File: config.mk
export PLATFORM = sky130hd
export DESIGN_NAME = ricpu_run_ctrl
export DESIGN_NICKNAME = d
export VERILOG_FILES = /design/src/rtl/ricpu_dbg_pkg.sv /design/src/rtl/ricpu_trace_buf.sv /design/src/rtl/ricpu_run_ctrl.sv
export SDC_FILE = /design/constraint.sdc
export NUM_CORES = 1
export LEC_CHECK = 0
export BUFFER_PORTS_ARGS = -buffer_cell sky130_fd_sc_hd__clkbuf_2
export CAP_MARGIN = 20
export CORE_AREA = 3 3 119 121
export CTS_BUF_LIST = sky130_fd_sc_hd__clkbuf_4 sky130_fd_sc_hd__clkbuf_8 sky130_fd_sc_hd__clkbuf_16
export CTS_CLUSTER_DIAMETER = 50
export DETAILED_ROUTE_END_ITERATION = 6
export DIE_AREA = 0 0 122 124
export GPL_ROUTABILITY_DRIVEN = 0
export PLACE_DENSITY = 0.76
export SYNTH_ARGS = -nofsm -noshare
export SYNTH_HDL_FRONTEND = slang
export SYNTH_SLANG_ARGS = --single-unit
File: constraint.sdc
create_clock -name clk -period 4.2 [get_ports clk]
set_clock_uncertainty 0.2 [all_clocks]
set_input_delay 0.84 -clock clk [delete_from_list [all_inputs] [get_ports clk]]
set_output_delay 0.84 -clock clk [all_outputs]
set_load 0.01 [all_outputs]
File: src/rtl/ricpu_dbg_pkg.sv
// ricpu_dbg_pkg
// Shared definitions for the RICPU run/reset controller:
//   - run_state_t : controller state encoding (RESET, HALT, RUN, STEP)
//   - FLAG_ZF / FLAG_OF : bit positions inside last_flags
//   - clog2       : constant-evaluable ceiling log2 used for index widths
package ricpu_dbg_pkg;

    typedef enum logic [1:0] {
        RESET,
        HALT,
        RUN,
        STEP
    } run_state_t;

    localparam int unsigned FLAG_ZF = 0;
    localparam int unsigned FLAG_OF = 1;

    function automatic int unsigned clog2(input int unsigned v);
        int unsigned r;
        int unsigned x;
        r = 0;
        x = (v > 0) ? v - 1 : 0;
        while (x > 0) begin
            r = r + 1;
            x = x >> 1;
        end
        return r;
    endfunction

endpackage

File: src/rtl/ricpu_trace_buf.sv
// ricpu_trace_buf
// Circular trace buffer of {pc, alu} pairs. One entry is written per wr_en
// cycle at wr_ptr; the pointer wraps modulo DEPTH and overwrites the oldest
// entry. Storage is not reset, only the pointer. Reads are combinational.
// Ports:
//   clk, rst       : clock, synchronous active-high reset (pointer only)
//   wr_en          : write strobe (CPU clock enable)
//   wr_pc, wr_alu  : entry data
//   rd_idx         : read slot
//   rd_pc, rd_alu  : entry at rd_idx
//   wr_ptr         : next slot to be written
module ricpu_trace_buf
    import ricpu_dbg_pkg::*;
#(
    parameter int unsigned DEPTH  = 8,
    parameter int unsigned PC_W   = 32,
    parameter int unsigned DATA_W = 32
) (
    input  logic                      clk,
    input  logic                      rst,
    input  logic                      wr_en,
    input  logic [PC_W-1:0]           wr_pc,
    input  logic [DATA_W-1:0]         wr_alu,
    input  logic [clog2(DEPTH)-1:0]   rd_idx,
    output logic [PC_W-1:0]           rd_pc,
    output logic [DATA_W-1:0]         rd_alu,
    output logic [clog2(DEPTH)-1:0]   wr_ptr
);

    logic [PC_W-1:0]   pc_mem  [DEPTH];
    logic [DATA_W-1:0] alu_mem [DEPTH];

    always_ff @(posedge clk) begin
        if (wr_en) begin
            pc_mem[wr_ptr]  <= wr_pc;
            alu_mem[wr_ptr] <= wr_alu;
        end
    end

    // DEPTH is a power of two, so natural overflow gives the modulo wrap.
    always_ff @(posedge clk) begin
        if (rst) begin
            wr_ptr <= '0;
        end else if (wr_en) begin
            wr_ptr <= wr_ptr + 1'b1;
        end
    end

    assign rd_pc  = pc_mem[rd_idx];
    assign rd_alu = alu_mem[rd_idx];

endmodule

File: src/rtl/ricpu_run_ctrl.sv
// ricpu_run_ctrl
// Run/reset controller and result monitor between board clock/reset and the
// RICPU core. Stretches the CPU reset, gates CPU progress via cpu_ce (free
// run, single step, PC breakpoint) and captures results of enabled cycles.
// Optional feature macro: RICPU_TRACE_EN (adds the {pc, alu} trace buffer;
// otherwise the trace outputs read as zero).
// Ports:
//   clk, rst                 : clock, synchronous active-high reset
//   mode_run, step_req       : free-run level, single-step pulse
//   bp_en, bp_addr           : PC breakpoint enable and address
//   clr_sticky               : clears bp_hit and of_sticky
//   cpu_pc, alu_f, fr_zf,
//   fr_of, mem_r_data        : observed CPU signals
//   cpu_rst, cpu_ce, halted  : combinational state decode
//   bp_hit, of_sticky        : sticky status
//   cycle_cnt                : saturating count of enabled cycles
//   last_alu_f, last_mem,
//   last_flags               : values captured on the last enabled cycle
//   trace_rd_idx, trace_rd_pc,
//   trace_rd_alu, trace_wr_ptr : trace buffer access
module ricpu_run_ctrl
    import ricpu_dbg_pkg::*;
#(
    parameter int unsigned DATA_W      = 32,
    parameter int unsigned PC_W        = 32,
    parameter int unsigned RST_CYCLES  = 2,
    parameter int unsigned CYC_W       = 32,
    parameter int unsigned TRACE_DEPTH = 8
) (
    input  logic                           clk,
    input  logic                           rst,
    input  logic                           mode_run,
    input  logic                           step_req,
    input  logic                           bp_en,
    input  logic [PC_W-1:0]                bp_addr,
    input  logic                           clr_sticky,
    input  logic [PC_W-1:0]                cpu_pc,
    input  logic [DATA_W-1:0]              alu_f,
    input  logic                           fr_zf,
    input  logic                           fr_of,
    input  logic [DATA_W-1:0]              mem_r_data,
    output logic                           cpu_rst,
    output logic                           cpu_ce,
    output logic                           halted,
    output logic                           bp_hit,
    output logic                           of_sticky,
    output logic [CYC_W-1:0]               cycle_cnt,
    output logic [DATA_W-1:0]              last_alu_f,
    output logic [DATA_W-1:0]              last_mem,
    output logic [1:0]                     last_flags,
    input  logic [clog2(TRACE_DEPTH)-1:0]  trace_rd_idx,
    output logic [PC_W-1:0]                trace_rd_pc,
    output logic [DATA_W-1:0]              trace_rd_alu,
    output logic [clog2(TRACE_DEPTH)-1:0]  trace_wr_ptr
);

    localparam int unsigned RC_W = (RST_CYCLES > 1) ? clog2(RST_CYCLES) : 1;

    run_state_t      state, state_nxt;
    logic [RC_W-1:0] rst_cnt, rst_cnt_nxt;
    logic            skip, skip_nxt;
    logic            ce_raw;
    logic            bp_fire;

    always_ff @(posedge clk) begin
        if (rst) begin
            state   <= RESET;
            rst_cnt <= RC_W'(RST_CYCLES - 1);
            skip    <= 1'b0;
        end else begin
            state   <= state_nxt;
            rst_cnt <= rst_cnt_nxt;
            skip    <= skip_nxt;
        end
    end

    // skip suppresses the breakpoint for the first RUN cycle after a resume,
    // so restarting at the breakpoint PC executes that instruction.
    always_comb begin
        state_nxt   = state;
        rst_cnt_nxt = rst_cnt;
        skip_nxt    = skip;
        ce_raw      = 1'b0;
        bp_fire     = 1'b0;
        case (state)
            RESET: begin
                if (rst_cnt == '0) begin
                    state_nxt = mode_run ? RUN : HALT;
                end else begin
                    rst_cnt_nxt = rst_cnt - 1'b1;
                end
            end
            HALT: begin
                if (mode_run) begin
                    state_nxt = RUN;
                    skip_nxt  = 1'b1;
                end else if (step_req) begin
                    state_nxt = STEP;
                end
            end
            STEP: begin
                ce_raw    = 1'b1;
                state_nxt = HALT;
            end
            RUN: begin
                skip_nxt = 1'b0;
                bp_fire  = bp_en && (cpu_pc == bp_addr) && !skip;
                ce_raw   = !bp_fire;
                if (bp_fire || !mode_run) begin
                    state_nxt = HALT;
                end
            end
            default: state_nxt = RESET;
        endcase
    end

    // rst overrides the state decode immediately so an aborted RUN/STEP
    // cycle never enables the CPU.
    assign cpu_ce  = ce_raw & ~rst;
    assign cpu_rst = rst | (state == RESET);
    assign halted  = ~rst & (state == HALT);

    always_ff @(posedge clk) begin
        if (rst) begin
            cycle_cnt  <= '0;
            last_alu_f <= '0;
            last_mem   <= '0;
            last_flags <= '0;
            bp_hit     <= 1'b0;
            of_sticky  <= 1'b0;
        end else begin
            if (cpu_ce) begin
                last_alu_f          <= alu_f;
                last_mem            <= mem_r_data;
                last_flags[FLAG_OF] <= fr_of;
                last_flags[FLAG_ZF] <= fr_zf;
                if (cycle_cnt != '1) begin
                    cycle_cnt <= cycle_cnt + 1'b1;
                end
            end
            // Set has priority over a same-cycle clear.
            bp_hit    <= bp_fire | (bp_hit & ~clr_sticky);
            of_sticky <= (cpu_ce & fr_of) | (of_sticky & ~clr_sticky);
        end
    end

`ifdef RICPU_TRACE_EN
    ricpu_trace_buf #(
        .DEPTH  (TRACE_DEPTH),
        .PC_W   (PC_W),
        .DATA_W (DATA_W)
    ) u_trace (
        .clk    (clk),
        .rst    (rst),
        .wr_en  (cpu_ce),
        .wr_pc  (cpu_pc),
        .wr_alu (alu_f),
        .rd_idx (trace_rd_idx),
        .rd_pc  (trace_rd_pc),
        .rd_alu (trace_rd_alu),
        .wr_ptr (trace_wr_ptr)
    );
`else
    logic unused_trace_idx;
    assign unused_trace_idx = ^trace_rd_idx;
    assign trace_rd_pc      = '0;
    assign trace_rd_alu     = '0;
    assign trace_wr_ptr     = '0;
`endif

endmodule

# --- Word-level counts from Yosys, hierarchy flattened ---
# Cells that the tools add are included.
totals:
  regBits: 104
  latchBits: 0
  ramBits: 0
  romBits: 0
  in_bits: 139
  out_inout_bits: 170
  n_memories: 0
classes:
  add_sub_neg: 2
  n_mul: 0
  n_div: 0
  order_cmp: 0
  eq_ne: 9
  n_shift: 0
  mux: 11
  n_bitwise: 10
  reduce_logical: 11
ops:
  columns: ["operator", "n"]
  rows:
  - ["$add 32x1->32 const B", 1]
  - ["$eq 32x32->1", 1]
  - ["$ne 32x32->1 const B", 1]
  - ["$mux 2", 5]
  - ["$pmux 2 s4", 1]
  - ["$ne 2x2->1 const B", 3]
  - ["$and 1x1->1", 5]
  - ["$eq 2x2->1 const B", 2]
  - ["$pmux 1 s2", 2]
  - ["$reduce_and 2->1", 2]
  - ["$logic_not 1->1", 3]
  - ["$mux 1", 3]
  - ["$ne 3x3->1 const B", 1]
  - ["$or 1x1->1", 3]
  - ["$reduce_and 3->1", 1]
  - ["$eq 2x1->1 const B", 1]
  - ["$logic_and 1x1->1", 2]
  - ["$logic_not 2->1", 1]
  - ["$not 1->1", 2]
  - ["$reduce_bool 2->1", 1]
  - ["$logic_or 1x1->1", 1]
  - ["$sub 1x1->1 const B", 1]

# --- Longest topological paths before layout ---
logic_depth:
  depth_word: 8
  mapped_depth: 9

# --- Worst setup path before layout ---
# OpenSTA, ideal clock, no wires.
synth_path:
  path_type: "input to output"
  startpoint: "input port bp_addr[19]"
  endpoint: "output port cpu_ce"
  t_arrival_ns: 2.278
  required_time_ns: 3.160
  setup_slack_ns: 0.882
  path_stages: 7
  path_buffers: 2
  cell_sequence: "xor2_1 > nor4b_1 > nand4_1 > nor3_2 > buf_2 > buf_2 > nor2_1"
synth_between:
  elab_chain_len: 6
synth_rtl:
  columns: ["element", "line", "rtl"]
  rows:
  - ["start: declaration", "ricpu_run_ctrl.sv:35", "input logic [PC_W-1:0] bp_addr,"]
  - ["$eq 32x32->1", "ricpu_run_ctrl.sv:107", "bp_fire = bp_en && (cpu_pc == bp_addr) && !skip;"]
  - ["$logic_and 1x1->1 (2 in a row)", "ricpu_run_ctrl.sv:107", null]
  - ["$logic_not 1->1", "ricpu_run_ctrl.sv:108", "ce_raw = !bp_fire;"]
  - ["$pmux 1 s2", "ricpu_run_ctrl.sv:85", "case (state)"]
  - ["$and 1x1->1", "ricpu_run_ctrl.sv:119", "assign cpu_ce = ce_raw & ~rst;"]
  - ["end: declaration", "ricpu_run_ctrl.sv:43", "output logic cpu_ce,"]
# Every way passes these cells.

# --- Worst setup path in the final report ---
layout_path:
  startpoint: "input port bp_addr[30]"
  endpoint: "output port cpu_ce"
# The elaborated chain is that of the path after synthesis.

==> impl_metrics.csv <==
group,metric,value,unit
logic_synthesis,netlist_area,5560,sq um
logic_synthesis,yosysWarnings,0,
power,leakage,3.29,nW
cts,numCtsBuffers,9,
grt,grt_use_total,19.4,%
route,dr.first_iter.drc_count,520,
logic_synthesis,synth_cell_types,50,
floorplanning,rows,42,
timing,rsz0062_at_grt,"no",
cts,cts_resized,0,
cts,holdBufCountCts,0,
cts,clkLatencyLatePin,340,ps
logic_synthesis,synth_edf_count,0,
cts,post_cts_buffers,0,
setup_path,crit_chain,"clkbuf_2, xnor2_1, nor4b_1, nand4_1, nor3_4, nor2_1, clkbuf_2",
logic_synthesis,synth_ff_type,"dfxtp_1",
grt,grt_pass1_wl,23600,microns
timing,worst_slack,897,ps
cts,cts_tree,"built",
setup_path,critPathSlowestCell,"nor4b_1",
outcome,outcome,"finished, final reports clean",
setup_path,worst-r2r-cell-count,7,
grt,antenna_found_initial,0,
cts,clock-sinks,104,
cts,htreeDepth,3,
floorplanning,core_area,13200,sq um
logic_synthesis,async_flop_share,0,%
logic_synthesis,syn-instance-count,667,
cells_and_area,fin_nets,1013,
floorplanning,dieWidth,122,microns
setup_path,crit_path_end_kind,"output pin",
power,power.density,346,nW/um^2
timing,hold_violations,0,
cts,cts-root-buf,"clkbuf_16",
route,via_count,5425,
timing,slew_viol_final,0,
logic_synthesis,ys_ff_latch,104,
place,place_ws,843,ps
logic_synthesis,avgSynthCellArea,8.34,sq um
power,vdd_drop_max,0.000156,V
timing,worst_pin_slew,725,ps
route,drc,0,
timing,clock.fmax,0.303,GHz
logic_synthesis,ys_seq_area_share,37.4,%
cells_and_area,area_growth,24.7,%
setup_path,cp.required,3160,ps
route,post_drt_via_cell_ratio,5.15,
setup_path,critPathKind,"primary input to output pin",
min_path,hold_class,"register to register",
floorplanning,start_util,42.2,%
grt,grt_pass1_vias,4666,
run,cap_violations,0,
grt,grt_max_degree,127,
route,drt-total-wl,15400,microns
route,wl_per_cell,14.6,microns
timing,period_minus_slack,3300,ps
floorplanning,ioPinCount,309,
place,dp_hpwl,11300,microns
cells_and_area,num-fill-cells,1293,
min_path,holdPathStages,2,
cells_and_area,drive_above_1_share,33.4,%
place,port_buffers,238,
cts,cts_buffer_depth,2,
setup_path,startpoint_type,"primary input",
cts,path_clk_slew,70,ps
timing,period_share,78.7,%
grt,overflow,0,
setup_path,slowest_delay,310,ps
floorplanning,die_h,124,microns
timing,slew_headroom,51.7,%
timing,setup_viol,0,
floorplanning,die_area,15100,sq um
timing,tns,0,ps
setup_path,cp_data_arrival_time,2260,ps
route,firstDrtPassIters,4,
setup_path,crit_path_frequent_cell,"clkbuf_2",
route,postRouteAntennaNets,0,
setup_path,path_max_fanout,2,
cells_and_area,antenna-diode-count,0,
==> state kept, by name, indices dropped and copies added, names as in the netlist <==
name / cells
cycle_cnt: 32
skip: 1
bp_hit: 1
state: 2
of_sticky: 1
last_mem: 32
rst_cnt: 1
last_flags: 2
last_alu_f: 32
==> layout by cell type, fill, tap and decap left out, types with 8 or more instances in the layout <==
cell	n
nor3_1	10
a21oi_1	21
nor4_1	12
a21oi_2	9
clkbuf_16	9
conb_1	67
nand2_1	78
xor2_1	28
or4_1	15
nand4_1	13
nand3_1	84
clkbuf_2	238
o211ai_1	66
nor2b_1	8
nor2_1	11
o31ai_2	8
or3_1	10
dfxtp_1	104
o21ai_0	13
==> per-stage QoR <==
| step | utilization, % | power, mW | std cells | hold slack, ps | cell area, sq um |
|---|---|---|---|---|---|
| after detailed placement | 49.8 | 1.43 | 1038 | 238 | 6570 |
| after global routing | 52.6 | 2.51 | 1054 | 273 | 6940 |
| after global placement | 49.8 | 1.42 | 1038 | 230 | 6570 |
| final | 52.6 | 2.40 | 1054 | 244 | 6940 |
| after CTS | 52.6 | 2.43 | 1054 | 248 | 6940 |
| after floorplan | - | 1.32 | 733 | 248 | 5810 |
==> power breakdown <==
| part | internal, mW | switching [mW] | total (mW) |
|---|---|---|---|
| clock network | 0.622 | 0.376 | 0.998 |
| registers | 1.04 | 0.0274 | 1.06 |
| logic | 0.130 | 0.208 | 0.338 |
| total | 1.79 | 0.611 | 2.40 |
==> per-layer routing <==
layer	share of wire (%)	global-route usage (%)	vias to the layer above
li1	-	-	2707
met1	41	24.6	2465
met2	48	32.6	231
met3	9.0	4.63	22
met4	1.5	6.51	0
met5	0	0	-
==> synth_stat cells, types with 2 or more instances <==
master / instances / area share [%]
o21ai_0: 13 / 1.2
buf_1: 9 / 0.61
nand4_1: 13 / 1.5
nor3_1: 10 / 0.90
o21a_1: 3 / 0.40
nand3_1: 84 / 7.6
nand2_1: 78 / 5.3
and3_1: 6 / 0.67
a21oi_1: 21 / 1.9
o31ai_1: 7 / 0.94
a21oi_2: 9 / 1.4
inv_1: 4 / 0.27
mux2_4: 2 / 0.54
xnor2_1: 3 / 0.47
buf_2: 10 / 0.90
o31ai_2: 8 / 1.8
and4_1: 5 / 0.79
o211ai_1: 66 / 8.9
o41ai_1: 2 / 0.31
nor2b_1: 8 / 0.90
clkbuf_1: 25 / 1.7
or4_1: 15 / 2.0
nor3b_1: 3 / 0.40
nor4_1: 12 / 1.3
nand2b_1: 3 / 0.34
mux2_2: 2 / 0.40
nor2_1: 12 / 0.81
xor2_1: 28 / 4.4
and2_1: 3 / 0.34
buf_4: 70 / 9.4
or3_1: 11 / 1.2
dfxtp_1: 104 / 37
==> worst paths after layout <==
path | from | endpoint | slack [ps]
max reg2reg | cycle_cnt[0] | cycle_cnt[1] | 1450
min | of_sticky | of_sticky | 240
max | bp_addr[30] | cpu_ce | 900
min reg2reg | of_sticky | of_sticky | 240
==> worst max-delay path: cells and delay by family <==
| family | cells | cell delay [ps] |
|---|---|---|
| xor gates and xnor gates | 1 | 300 |
| buffers and inverters | 2 | 230 |
| and+or+nand+nor | 4 | 890 |
==> area by class of cell <==
class,count,area (sq um),share of cell area [%]
timing repair buffer,245,1260,18.1
clock inverter,5,110,1.59
sequential,104,2080,30.0
clock buffer,11,253,3.64
multi-input combinational,507,2990,43.1
inverter,6,22.5,0.325
tap,176,220,3.17
==> kinds of logic after synthesis <==
| group | after synthesis | synth area share [%] |
|---|---|---|
| adders and majority gates | 1 | 0.225 |
| muxes | 4 | 0.944 |
| xor gates and xnor gates | 31 | 4.88 |
| DFF | 104 | 37.4 |
| and+or+nand+nor | 270 | 25.4 |
| other | 1 | 0.0674 |
| AOI/OAI and AO/OA | 134 | 17.5 |
| buffers and inverters | 122 | 13.5 |
No activity file was read; power rests on OpenSTA's default activity.
